File: src/rtl/de2_hex_pkg.sv
// de2_hex_pkg: register map, CTRL field positions and segment decode table for the DE2 hex controller.
package de2_hex_pkg;
    localparam logic [1:0] ADDR_DATA   = 2'd0;
    localparam logic [1:0] ADDR_CTRL   = 2'd1;
    localparam logic [1:0] ADDR_BRIGHT = 2'd2;
    localparam logic [1:0] ADDR_STATUS = 2'd3;

    localparam int CTRL_EN_LSB    = 0;
    localparam int CTRL_BLINK_LSB = 8;
    localparam int CTRL_GEN_BIT   = 16;
    localparam int CTRL_SYNC_BIT  = 17;

    // Active-high gfedcba, indexed by nibble value (entry 0 is the rightmost).
    localparam logic [15:0][6:0] SEG_LUT = {
        7'h71, 7'h79, 7'h5E, 7'h39, 7'h7C, 7'h77, 7'h6F, 7'h7F,
        7'h07, 7'h7D, 7'h6D, 7'h66, 7'h4F, 7'h5B, 7'h06, 7'h3F
    };
endpackage

File: src/rtl/de2_hex_digit_enc.sv
// de2_hex_digit_enc: hex nibble to active-high seven-segment pattern (bit 0 = a).
module de2_hex_digit_enc
    import de2_hex_pkg::*;
(
    input  logic [3:0] nibble_i,
    output logic [6:0] seg_o
);
    assign seg_o = SEG_LUT[nibble_i];
endmodule

File: src/rtl/de2_pio_hex_ctrl.sv
// de2_pio_hex_ctrl: Avalon-MM seven-segment controller with per-digit
// enable/blink masks, blink prescaler and 16-level PWM brightness.
module de2_pio_hex_ctrl
    import de2_hex_pkg::*;
#(
    parameter int unsigned NUM_DIGITS = 4,
    parameter int unsigned BLINK_DIV  = 25_000_000,
    parameter bit          ACTIVE_LOW = 1'b1
) (
    input  logic                    clk,
    input  logic                    reset_n,
    input  logic [1:0]              address,
    input  logic                    chipselect,
    input  logic                    write_n,
    input  logic [31:0]             writedata,
    output logic [31:0]             readdata,
    output logic [7*NUM_DIGITS-1:0] out_port
);
    localparam int ND = NUM_DIGITS;
    localparam int OW = 7 * NUM_DIGITS;
    localparam int PW = $clog2(BLINK_DIV);

    logic [4*ND-1:0] data_q;
    logic [ND-1:0]   en_q, blink_q;
    logic            gen_q, phase_q;
    logic [3:0]      bright_q, pwm_q;
    logic [PW-1:0]   cnt_q;
    logic [OW-1:0]   seg_raw, out_d, out_q;
    logic            wr, sync, wrap, pwm_on;
    logic            unused_wd;

    assign unused_wd = ^writedata;
    assign wr        = chipselect & ~write_n;
    assign sync      = wr && address == ADDR_CTRL && writedata[CTRL_SYNC_BIT];
    assign wrap      = cnt_q == PW'(BLINK_DIV - 1);
    assign pwm_on    = pwm_q <= bright_q;

    for (genvar i = 0; i < ND; i++) begin : g_dig
        logic [6:0] seg;
        de2_hex_digit_enc u_enc (
            .nibble_i(data_q[4*i +: 4]),
            .seg_o   (seg)
        );
        assign seg_raw[7*i +: 7] = (gen_q & en_q[i] & pwm_on & ~(blink_q[i] & phase_q)) ? seg : 7'd0;
    end

    assign out_d    = ACTIVE_LOW ? ~seg_raw : seg_raw;
    assign out_port = out_q;

    always_comb begin
        readdata = '0;
        case (address)
            ADDR_DATA:   readdata[4*ND-1:0] = data_q;
            ADDR_CTRL: begin
                readdata[CTRL_EN_LSB +: ND]    = en_q;
                readdata[CTRL_BLINK_LSB +: ND] = blink_q;
                readdata[CTRL_GEN_BIT]         = gen_q;
            end
            ADDR_BRIGHT: readdata[3:0] = bright_q;
            default:     readdata[0] = phase_q;
        endcase
    end

    // A blink_sync strobe overrides a coincident prescaler wrap.
    always_ff @(posedge clk or negedge reset_n) begin
        if (!reset_n) begin
            data_q   <= '0;
            en_q     <= '1;
            blink_q  <= '0;
            gen_q    <= 1'b1;
            bright_q <= 4'hF;
            pwm_q    <= '0;
            cnt_q    <= '0;
            phase_q  <= 1'b0;
            out_q    <= {OW{ACTIVE_LOW}};
        end else begin
            pwm_q   <= pwm_q + 4'd1;
            cnt_q   <= (sync || wrap) ? '0 : cnt_q + 1'b1;
            phase_q <= sync ? 1'b0 : phase_q ^ wrap;
            out_q   <= out_d;
            if (wr && address == ADDR_DATA)
                data_q <= writedata[4*ND-1:0];
            if (wr && address == ADDR_CTRL) begin
                en_q    <= writedata[CTRL_EN_LSB +: ND];
                blink_q <= writedata[CTRL_BLINK_LSB +: ND];
                gen_q   <= writedata[CTRL_GEN_BIT];
            end
            if (wr && address == ADDR_BRIGHT)
                bright_q <= writedata[3:0];
        end
    end
endmodule

File: config.mk
export PLATFORM = sky130hd
export DESIGN_NAME = de2_pio_hex_ctrl
export DESIGN_NICKNAME = d
export VERILOG_FILES = /design/src/rtl/de2_hex_pkg.sv /design/src/rtl/de2_hex_digit_enc.sv /design/src/rtl/de2_pio_hex_ctrl.sv
export SDC_FILE = /design/constraint.sdc
export NUM_CORES = 1
export LEC_CHECK = 0
export CAP_MARGIN = 10
export CORE_MARGIN = 5
export CORE_UTILIZATION = 47
export DETAILED_ROUTE_END_ITERATION = 7
export HOLD_SLACK_MARGIN = 0.1
export PLACE_DENSITY_LB_ADDON = 0.08
export SETUP_SLACK_MARGIN = 0.15
export SLEW_MARGIN = 20
export SYNTH_ARGS = -nofsm -noshare
export SYNTH_HDL_FRONTEND = slang
export SYNTH_SLANG_ARGS = --single-unit
File: constraint.sdc
create_clock -name clk -period 1.9 [get_ports clk]
set_input_delay 0.285 -clock clk [delete_from_list [all_inputs] [get_ports clk]]
set_output_delay 0.285 -clock clk [all_outputs]
set_load 0.005 [all_outputs]
==> summary.txt <==
CTS root buffer - clkbuf_8
Unrepaired setup endpoints after global routing - yes
Worst-path fanout max - 7
Count of antenna-violating nets left after detailed routing - 0
Largest net degree at the start of global routing - 41
Routability cong. - 0.8517
Core Area - 10140 µm²
Pre-Repair DR Iteration Count - 4
Sequential share of the synthesized area - 0.4623
Adder-cell area share of the yosys netlist - 0.06764
Post-synth top area share - 0.2601
Ys flop type - dfrtp_1
Seq cells post-synth - 87
DR vias/cell - 5.349
Antenna Cells - 0
Total GRT Usage - 0.1916
Worst Max-Slew Pin Slew - 0.8302 ns
Final hold violation count - 0
Die X - 111.2 µm
Part of the cycle the worst path needs - 0.9570
Largest family of logic cells by synthesized area - simple AND/OR/NAND/NOR gates
Hold Path Class - in -> async
Compound-Gate Fraction of Synth Area - 0.1025
Sequential Power Share - 0.409
Critical path required time - 2.14 ns
Most area-hungry cell type in the Yosys netlist - dfrtp_1
Share of layout cells above drive strength 1 - 0.3468
Number of antenna violations at the first check in global routing - 0
Cells after DPL - 711
Count of cell types in the netlist - 52
H-tree levels - 3
Crit path buf inv count - 2
Avg Cell Area, Syn - 9.876 µm²
Post-synth EDFFs - 0
Mapped cell area - 4810 µm²
PwrDens - 917.2 nW/µm²
Top delay family on crit path - compound AO/OA/AOI/OAI gates
Final-stage net count - 679
R2r setup slk - 0.08 ns
Fin cells - 756
Min cycle time layout - 1.818 ns
CP arrival - 2.06 ns
CTS tree - built
End-of-flow core utilization - 0.6572
Post-Synth Simple-Gate Area - 0.1852
Synth Instances - 487
Top cells by area, synth - dfrtp_1 26%, dfstp_2 20%, ha_1 6.8%
Row cnt - 37
Detailed Route WL - 12520 µm
Vias in the first global route - 3793
Final Max Tran Viols - 0
Overall power - 6.111 mW
CP Cell Sequence - inv_2, ha_4, a21oi_2, o221ai_2, a21oi_4, clkbuf_16, nand3_2
Yosys warns - 0
Slowest-stage cell, CP - dfstp_2
First DRT Iteration DRCs - 172
Max Cap Violations - 0
F_max - 550.0 MHz
Clk pwr share - 0.221
Critical path capture point type - flip-flop
Final setup viols - 0
Pint - 4.074 mW
Initial core utilization - 0.4744
Max clock buf depth - 2
Largest stage delay, worst path - 0.55 ns
Post-synthesis async set-or-reset flop share - 1.000
IO Port Bufs - 68
Via Count - 4044
Sink Count - 87
Num CTS Buffers - 9
Ports - 98
Outcome - completed
Die Y - 111.2 µm
CP startpoint kind - flip-flop
Die ar. - 12360 µm²
Switching Share - 0.3333
P&R area growth vs syn - 38.53%
Setup TNS - 0 ns
Combinational Power Share - 0.370
Worst vdd ir - 468.5 µV
Setup Crit Path Kind - reg -> reg
Net Sw Power - 2.037 mW
Hold_ws - 0.4365 ns
Residual DRC count - 0
Leak Pwr - 2.919 nW
Mux share of post-synthesis cell area - 0.09157
First-pass GRT wire length - 19570 µm
Reg clk slew, reported paths - 0.09 ns
Gr ovfl total - 0
Wirelength per Cell - 16.56 µm
Xor-xnor portion of the synthesized cell area - 0.02732
DP HPWL - 8464 µm
Clk_lat worst skew - 0.36 ns
Max_slew headroom - 0.4453
Skew final - 0.01382 ns
[path summary, 6_finish.rpt]
path	startpoint	endpoint	cells past startpoint
max	bright_q[2]	out_port[11]	7
min	reset_n	data_q[14]	2
max reg2reg	bright_q[2]	out_port[11]	7
min reg2reg	cnt_q[0]	cnt_q[0]	1
max in group asynchronous	reset_n	out_port[3]	3
min in group clk	writedata[16]	gen_q	3
[cells in the final DEF (no fill, tap or decap), types with 5 or more instances in the layout]
cell,n
nor3_1,6
a21oi_2,7
inv_1,27
dlygate4sd2_1,8
clkbuf_8,11
a31oi_1,5
buf_4,59
a21oi_1,16
nand3_2,21
ha_1,22
xor2_1,9
mux2_2,16
mux2i_1,17
dfrtp_1,39
clkdlybuf4s50_1,48
dfstp_2,37
a21boi_1,5
nand2_1,31
dfrtp_2,11
xnor2_1,6
nor2_1,35
dlymetal6s2s_1,7
o21ai_0,30
nand3_1,22
nand4_1,11
conb_1,15
[layout make-up]
class	instances	area, µm²
Clock buffer	11	151.4
Timing Repair Buffer	138	1315
Fill cell	811	3476
Inverter	29	108.9
Clock inverter	5	56.30
Multi-Input combinational cell	350	2624
Sequential cell	87	2237
Tap cell	136	170.2
[state kept, by name, indices dropped and copies added (netlist names)]
register and flops:
out_port 28, cnt_q 25, data_q 16, blink_q 4, bright_q 4, en_q 4
pwm_q 4, gen_q 1, phase_q 1
[cell usage after synthesis (all sizes together) (13+ instances only)]
| cell | count |
|---|---|
| nand3 | 43 |
| mux2 | 16 |
| buf | 22 |
| nand2 | 31 |
| a21oi | 24 |
| inv | 29 |
| nor2 | 41 |
| dfrtp | 50 |
| dfstp | 37 |
| mux2i | 17 |
| ha | 26 |
| clkbuf | 13 |
| o21ai | 34 |
[layer usage]
layer | track usage | part of all wire | vias up
li1 | - | - | 1948
met1 | 0.2871 | 0.47 | 1948
met2 | 0.2855 | 0.46 | 130
met3 | 0.03657 | 0.057 | 18
met4 | 0.04785 | 0.018 | 0
met5 | 0 | 0 | -
[stage by stage]
| step | cell area (µm²) | worst slack [ns] |
|---|---|---|
| global placement | 5937 | -0.3220 |
| finish | 6663 | 0.08171 |
| global route | 6663 | 0.02175 |
| floorplan | 4941 | 0.1297 |
| detailed placement | 5937 | -0.3247 |
| CTS | 6299 | 0.04269 |
[logic make-up after synthesis]
logic type / Yosys count
other: 1
xor gates and xnor gates: 15
DFF: 87
buffers and inverters: 64
muxes: 37
and+or+nand+nor: 172
AOI/OAI and AO/OA: 85
adders and majority gates: 26
[worst register-to-register path: cells and delay by family, from the launching register on]
kind,cells,cell delay (ns)
flops,1,0.55
fa+ha+maj,1,0.22
simple gates,1,0.07
buf+inv,2,0.29
compound gates,3,0.57
[repair_timing]
item	CTS	global route
hold endpoints to repair	16	0
resized for setup	38	53
endpoints found under the setup margin	44	65
hold buffers	1	0
buffers inserted	13	9
pin swaps	2	11
gates cloned	1	5
[power by group through the flow]
stage / Combinational (mW) / Clock, mW / Sequential, mW
final: 2.26 / 1.35 / 2.50
after global routing: 2.48 / 1.48 / 2.55
after CTS: 1.94 / 1.39 / 2.51
after detailed placement: 1.82 / 0 / 2.58
after global placement: 1.79 / 0 / 2.57
after floorplan: 1.15 / 0 / 2.51
Power figures use the tool's default switching activity.
